## src/rtl/uart_arb_pkg.sv

```systemverilog
// Shared types and defaults for the round-robin UART transmit arbiter.
package uart_arb_pkg;

    typedef enum logic [1:0] {
        IDLE   = 2'd0,
        HEADER = 2'd1,
        DATA   = 2'd2
    } arb_state_t;

    localparam int              ARB_N        = 4;
    localparam int              ARB_IDX_W    = $clog2(ARB_N);
    localparam logic [7:0]      ARB_HDR_MARK = 8'hA0;

endpackage

```

## src/rtl/uart_tx_arbiter_rr_pick.sv

```systemverilog
// Combinational round-robin picker: first set request at or above the pointer, with wrap.
module rr_pick #(
    parameter int N = 4
) (
    input  logic [N-1:0]         req_i,
    input  logic [$clog2(N)-1:0] ptr_i,
    output logic                 valid_o,
    output logic [N-1:0]         onehot_o,
    output logic [$clog2(N)-1:0] idx_o
);
    localparam int IW = $clog2(N);

    logic [IW-1:0] cand;

    always_comb begin
        valid_o  = 1'b0;
        onehot_o = '0;
        idx_o    = '0;
        cand     = '0;
        for (int i = 0; i < N; i++) begin
            cand = IW'((int'(ptr_i) + i) % N);
            if (!valid_o && req_i[cand]) begin
                valid_o        = 1'b1;
                onehot_o[cand] = 1'b1;
                idx_o          = cand;
            end
        end
    end

endmodule

```

## src/rtl/uart_tx_arbiter.sv

```systemverilog
// Round-robin scheduler sharing one fifo_uart write port among N byte-stream sources.
//  state  | meaning
//  IDLE   | no owner; pick next requester from the rr pointer
//  HEADER | owner latched; write source-ID header byte when fifo not full
//  DATA   | forward owner bytes until last, MAX_BURST, or idle timeout
module uart_tx_arbiter
    import uart_arb_pkg::*;
#(
    parameter int               N         = ARB_N,
    parameter int               WIDTH     = 8,
    parameter int               MAX_BURST = 4,
    parameter int               TIMEOUT   = 8,
    parameter bit               HDR_EN    = 1'b1,
    parameter logic [WIDTH-1:0] HDR_MARK  = ARB_HDR_MARK
) (
    input  logic               clk,
    input  logic               i_reset,
    input  logic [N-1:0]       i_req,
    input  logic [N*WIDTH-1:0] i_data,
    input  logic [N-1:0]       i_last,
    output logic [N-1:0]       o_ack,
    input  logic               i_full,
    output logic               o_w_en,
    output logic [WIDTH-1:0]   o_w_data,
    output logic [N-1:0]       o_grant,
    output logic               o_abort
);
    localparam int IW  = $clog2(N);
    localparam int BCW = $clog2(MAX_BURST + 1);
    localparam int TCW = $clog2(TIMEOUT + 1);

    arb_state_t     state_q, state_d;
    logic [IW-1:0]  idx_q, idx_d;
    logic [IW-1:0]  ptr_q, ptr_d;
    logic [N-1:0]   grant_q, grant_d;
    logic [BCW-1:0] bcnt_q, bcnt_d;
    logic [TCW-1:0] icnt_q, icnt_d;
    logic           abort_q, abort_d;

    logic             pick_valid;
    logic [N-1:0]     pick_onehot;
    logic [IW-1:0]    pick_idx;
    logic             w_en;
    logic [WIDTH-1:0] w_data;
    logic [WIDTH-1:0] data_arr [N];
    logic [IW-1:0]    ptr_next;
    logic [BCW-1:0]   bcnt_inc;
    logic [TCW-1:0]   icnt_inc;

    rr_pick #(.N(N)) u_pick (
        .req_i    (i_req),
        .ptr_i    (ptr_q),
        .valid_o  (pick_valid),
        .onehot_o (pick_onehot),
        .idx_o    (pick_idx)
    );

    always_comb begin
        for (int k = 0; k < N; k++) begin
            data_arr[k] = i_data[k*WIDTH +: WIDTH];
        end
    end

    always_ff @(posedge clk) begin
        if (i_reset) begin
            state_q <= IDLE;
            idx_q   <= '0;
            ptr_q   <= '0;
            grant_q <= '0;
            bcnt_q  <= '0;
            icnt_q  <= '0;
            abort_q <= 1'b0;
        end else begin
            state_q <= state_d;
            idx_q   <= idx_d;
            ptr_q   <= ptr_d;
            grant_q <= grant_d;
            bcnt_q  <= bcnt_d;
            icnt_q  <= icnt_d;
            abort_q <= abort_d;
        end
    end

    always_comb begin
        state_d  = state_q;
        idx_d    = idx_q;
        ptr_d    = ptr_q;
        grant_d  = grant_q;
        bcnt_d   = bcnt_q;
        icnt_d   = icnt_q;
        abort_d  = 1'b0;
        w_en     = 1'b0;
        w_data   = '0;
        ptr_next = (idx_q == IW'(N - 1)) ? '0 : idx_q + IW'(1);
        bcnt_inc = bcnt_q + BCW'(1);
        icnt_inc = icnt_q + TCW'(1);

        case (state_q)
            IDLE: begin
                if (pick_valid) begin
                    idx_d   = pick_idx;
                    grant_d = pick_onehot;
                    bcnt_d  = '0;
                    icnt_d  = '0;
                    state_d = HDR_EN ? HEADER : DATA;
                end
            end
            HEADER: begin
                w_en   = !i_full;
                w_data = HDR_MARK | {{(WIDTH - IW){1'b0}}, idx_q};
                if (!i_full) state_d = DATA;
            end
            DATA: begin
                w_en   = i_req[idx_q] & !i_full;
                w_data = data_arr[idx_q];
                if (w_en) begin
                    bcnt_d = bcnt_inc;
                    icnt_d = '0;
                    if (i_last[idx_q] || bcnt_inc == BCW'(MAX_BURST)) begin
                        state_d = IDLE;
                        grant_d = '0;
                        ptr_d   = ptr_next;
                        bcnt_d  = '0;
                    end
                end else if (!i_req[idx_q]) begin
                    // Full-FIFO stalls leave the idle count alone; only a silent owner counts.
                    if (icnt_inc == TCW'(TIMEOUT)) begin
                        state_d = IDLE;
                        grant_d = '0;
                        ptr_d   = ptr_next;
                        bcnt_d  = '0;
                        icnt_d  = '0;
                        abort_d = 1'b1;
                    end else begin
                        icnt_d = icnt_inc;
                    end
                end
            end
            default: state_d = IDLE;
        endcase
    end

    // A reset cycle must never leak a write from the packet being dropped.
    assign o_w_en   = w_en & ~i_reset;
    assign o_w_data = w_data;
    assign o_ack    = grant_q & {N{o_w_en && (state_q == DATA)}};
    assign o_grant  = grant_q;
    assign o_abort  = abort_q;

endmodule
```

## config.mk

```make
export PLATFORM = sky130hd
export DESIGN_NAME = uart_tx_arbiter
export DESIGN_NICKNAME = d
export VERILOG_FILES = /design/src/rtl/uart_arb_pkg.sv /design/src/rtl/uart_tx_arbiter_rr_pick.sv /design/src/rtl/uart_tx_arbiter.sv
export SDC_FILE = /design/constraint.sdc
export NUM_CORES = 1
export LEC_CHECK = 0
export ABC_AREA = 1
export CORE_MARGIN = 2
export CORE_UTILIZATION = 44
export CTS_BUF_LIST = sky130_fd_sc_hd__clkbuf_8
export DETAILED_ROUTE_END_ITERATION = 8
export PLACE_DENSITY = 0.77
export SLEW_MARGIN = 20
export SYNTH_ARGS = -nofsm -noshare
export SYNTH_HDL_FRONTEND = slang
export SYNTH_SLANG_ARGS = --single-unit
```

## constraint.sdc

```tcl
create_clock -name clk -period 1.85 [get_ports clk]
set_clock_uncertainty 0.15 [all_clocks]
set_input_delay 0.37 -clock clk [delete_from_list [all_inputs] [get_ports clk]]
set_output_delay 0.37 -clock clk [all_outputs]
set_load 0.05 [all_outputs]
```

==> metrics.txt <==
# TYPE chip_impl_metric gauge
chip_impl_info{name="rsz0062_at_grt",value="yes"} 1
chip_impl_metric{name="detailed_routing_iteration_count_for_the_pre_antenna_repair_pass",unit=""} 4
chip_impl_metric{name="ios",unit=""} 61
chip_impl_metric{name="die_y",unit="um"} 72.1
chip_impl_metric{name="critical_path.max_stage_delay",unit="ns"} 0.37
chip_impl_metric{name="final_critical_path_setup_slack",unit="ns"} -0.405
chip_impl_info{name="timing.hold.worst.class",value="register to register"} 1
chip_impl_metric{name="post_drt_wl_per_cell",unit="um"} 14.5
chip_impl_info{name="violations_in_the_final_reports",value="setup timing"} 1
chip_impl_metric{name="grtUsageMet2",unit=""} 0.461
chip_impl_metric{name="worst-endpoint-arrival",unit="ns"} 1.74
chip_impl_metric{name="synth.yosys.warnings",unit=""} 0
chip_impl_metric{name="synth_edf_count",unit=""} 0
chip_impl_metric{name="detail_route.drc_violations",unit=""} 0
chip_impl_metric{name="grt_util_met1",unit=""} 0.322
chip_impl_metric{name="tritoncts_num_sinks",unit=""} 18
chip_impl_metric{name="final_layout_size_suffix_gt1_frac",unit=""} 0.402
chip_impl_metric{name="maxSlewHeadroom",unit=""} 0.767
chip_impl_metric{name="place.port_buffers",unit=""} 60
chip_impl_metric{name="ys_seq_elements",unit=""} 18
chip_impl_info{name="clock-root-buffer",value="clkbuf_8"} 1
chip_impl_metric{name="path_max_fanout",unit=""} 4
chip_impl_metric{name="yosysTopAreaCellShare",unit=""} 0.177
chip_impl_metric{name="clk_path_buf_depth",unit=""} 2
chip_impl_info{name="synth_top_flop_cell",value="dfxtp_1"} 1
chip_impl_metric{name="power_density",unit="mW/mm^2"} 1280
chip_impl_metric{name="ant_nets",unit=""} 0
chip_impl_metric{name="timing_max_transition_violations_final",unit=""} 0
chip_impl_info{name="cpMostUsedCell",value="nand2_4"} 1
chip_impl_metric{name="crit_buf_inv",unit=""} 2
chip_impl_metric{name="drt-initial-drc-count",unit=""} 119
chip_impl_metric{name="dp_worst_setup_slack",unit="ns"} -0.635
chip_impl_metric{name="placeableCoreArea",unit="sq mm"} 0.00441
chip_impl_metric{name="finalPower",unit="mW"} 4.57
chip_impl_metric{name="finalHoldWorstSlack",unit="ns"} 0.353
chip_impl_metric{name="setup_viol",unit=""} 14
chip_impl_metric{name="ir_drop",unit="V"} 0.00134
chip_impl_info{name="timing.critical_path.slowest_stage_cell",value="dfxtp_4"} 1
chip_impl_metric{name="grt_use_total",unit=""} 0.260
chip_impl_metric{name="synthesis.area",unit="sq mm"} 0.00204
chip_impl_info{name="run_status",value="finished, violations left"} 1
chip_impl_metric{name="routed-via-count",unit=""} 2533
chip_impl_metric{name="grt.met3_usage",unit=""} 0.0486
chip_impl_info{name="critical_path.top_delay_family",value="simple AND/OR/NAND/NOR gates"} 1
chip_impl_metric{name="proportion_of_synthesized_flip_flops_having_asynchronous_set_or_reset",unit=""} 0
chip_impl_info{name="cp_startpoint_kind",value="register"} 1
chip_impl_metric{name="multi_input_area",unit="sq mm"} 0.00177
chip_impl_metric{name="maxCapViolCount",unit=""} 0
chip_impl_metric{name="final_net_count",unit=""} 487
chip_impl_info{name="setup.worst_path.class",value="register to primary output"} 1
chip_impl_info{name="synth.largest_area_cell",value="dfxtp_1"} 1
chip_impl_metric{name="final_min_period_over_clock_period",unit=""} 1.22
chip_impl_metric{name="clkLatencyLatePin",unit="ns"} 0.26
chip_impl_metric{name="synth.avg_cell_area",unit="sq um"} 6.46
chip_impl_metric{name="vias_per_cell",unit=""} 5.31
chip_impl_info{name="grt_busiest_layer",value="met2"} 1
chip_impl_metric{name="hold_viol_final",unit=""} 0
chip_impl_metric{name="drt_wl_total",unit="um"} 6910
chip_impl_metric{name="die_area",unit="sq mm"} 0.00520
chip_impl_metric{name="start_util",unit=""} 0.462
chip_impl_metric{name="mappedNetlistNets",unit=""} 377
chip_impl_metric{name="antenna_found_initial",unit=""} 0
chip_impl_metric{name="p_leak",unit="nW"} 1.58
chip_impl_metric{name="die_w",unit="um"} 72.1
chip_impl_metric{name="clk_pin_slew_worst_paths",unit="ns"} 0.08
chip_impl_info{name="cell_chain_of_the_critical_path",value="inv_4 > nand2_4 > nand3_4 > nand2_4 > nor2_4 > o21ai_2 > nor3_4 > nand2_4 > nor2_4 > buf_12"} 1
chip_impl_metric{name="gpl.final_weighted_congestion",unit=""} 0.872
chip_impl_metric{name="via_count_of_the_first_global_routing_pass",unit=""} 2437
chip_impl_metric{name="timing.final.crit_period",unit="ns"} 2.26
chip_impl_metric{name="max_clk_rate",unit="MHz"} 443
chip_impl_info{name="tritoncts_clock_tree",value="done"} 1
chip_impl_metric{name="tritoncts.num_buffers",unit=""} 3
chip_impl_metric{name="postSynthCellCount",unit=""} 316
chip_impl_metric{name="n_diodes",unit=""} 0
chip_impl_metric{name="fill_cell_total_of_the_finished_layout",unit=""} 296
chip_impl_metric{name="area_growth",unit="%"} 74.7
chip_impl_metric{name="yosys.cell_types.count",unit=""} 32
chip_impl_metric{name="globalRouteOverflowTotal",unit=""} 0
chip_impl_metric{name="post-dp-hpwl",unit="um"} 4970
chip_impl_metric{name="htreeDepth",unit=""} 1
chip_impl_metric{name="placement_rows",unit=""} 24
chip_impl_info{name="critPathCaptureType",value="primary output"} 1
chip_impl_metric{name="cp_data_required_time",unit="ns"} 1.33
chip_impl_info{name="synth_area_leaders",value="dfxtp_1 (18%), nand2_1 (13%), ha_1 (11%)"} 1
chip_impl_metric{name="grt_pass1_wl",unit="um"} 10900
chip_impl_metric{name="slew_at_the_pin_with_the_worst_max_slew_slack",unit="ns"} 0.345
chip_impl_metric{name="area.sequential",unit="sq um"} 383
chip_impl_metric{name="ys_seq_area_frac",unit=""} 0.177
chip_impl_metric{name="maximum_number_of_pins_on_one_net_before_global_route_repair",unit=""} 23
==> worst reg2reg max path: stages, from the launching register on <==
cell,delay [ns]
dfxtp_4,0.39
inv_8,0.04
ha_4,0.30
inv_4,0.06
nand2_4,0.07
nand2_4,0.06
nor2_8,0.15
nand4_4,0.18
nand3_2,0.17
nand2_1,0.07
nand2_1,0.07
nor2_1,0.05
==> cells by family (layout without fill, tap and decap cells) <==
logic type,after synthesis,in the layout,share of synthesized area
buf+inv,40,149,0.0914
flops,18,18,0.177
simple gates,186,186,0.470
xor+xnor,1,1,0.00429
compound gates,53,53,0.147
fa+ha+maj,18,18,0.110
==> routing by layer <==
layer,up-vias,share of wire
li1,1253,-
met1,1198,0.42
met2,74,0.53
met3,8,0.039
met4,0,0.0094
met5,-,0
==> area by class of cell <==
class,instances,share of cell area
clock buffers,4,0.0154
inverters,29,0.0361
multi-input cells,258,0.496
flip-flops and latches,18,0.107
well taps,52,0.0182
repair buffers,116,0.327
==> through the flow <==
step	TNS [ns]	std cells	cell area (sq um)	util
6_report	-3.56	477	3570	0.808
5_1_grt	-5.13	477	3570	0.808
4_1_cts	-3.66	471	3370	0.764
3_5_place_dp	-8.67	464	3260	0.739
3_3_place_gp	-7.55	464	3260	0.739
2_1_floorplan	-2.91	316	2180	-
==> report_power, final <==
part | switching (mW) | internal [mW] | leakage (nW)
sequential | 0.101 | 0.516 | 0.152
combinational | 2.07 | 1.54 | 1.40
clock | 0.150 | 0.190 | 0.0288
total | 2.32 | 2.25 | 1.58
==> cells in the mapped netlist, types with 5 or more instances <==
cell	n
nand2_1	72
nand3_2	6
ha_1	18
dfxtp_1	18
nand3_1	23
o21ai_0	18
nand4_1	6
inv_1	23
buf_2	5
nor2_1	51
a21oi_1	21
nand2_2	6
inv_2	5
nand2_4	7
==> placed cells by master, fill, tap and decap left out, types with 12 or more instances in the layout <==
| master | Yosys | layout |
|---|---|---|
| nand2_2 | 6 | 15 |
| a21oi_1 | 21 | 13 |
| nand3_1 | 23 | 22 |
| buf_12 | 0 | 15 |
| nand2_1 | 72 | 57 |
| nand2_4 | 7 | 12 |
| nor2_1 | 51 | 40 |
| clkdlybuf4s50_1 | 0 | 38 |
| buf_4 | 0 | 57 |
| ha_1 | 18 | 14 |
| o21ai_0 | 18 | 12 |
| inv_1 | 23 | 17 |
==> flip-flops by register name (all words and copies together) (netlist names) <==
signal	flops
o_grant	4
state_q	2
idx_q	2
ptr_q	2
bcnt_q	3
o_abort	1
icnt_q	4
==> path summary, 6_finish.rpt <==
| path | startpoint | to | slack, ns | cells after the start |
|---|---|---|---|---|
| worst max register to register | ptr_q[0] | state_q[1] | 0 | 11 |
| worst min-delay path | bcnt_q[1] | bcnt_q[1] | 0.35 | 2 |
| worst min register to register | bcnt_q[1] | bcnt_q[1] | 0.35 | 2 |
| worst max-delay path | idx_q[0] | o_ack[1] | -0.41 | 10 |
==> repair_timing <==
action | 4_1_cts | 5_1_grt
setup endpoints to repair | 25 | 30
hold buffers | 0 | 0
pin swaps | 8 | 9
buffers inserted | 4 | 8
resized for setup | 17 | 53
No activity file was read; power rests on OpenSTA's default activity.
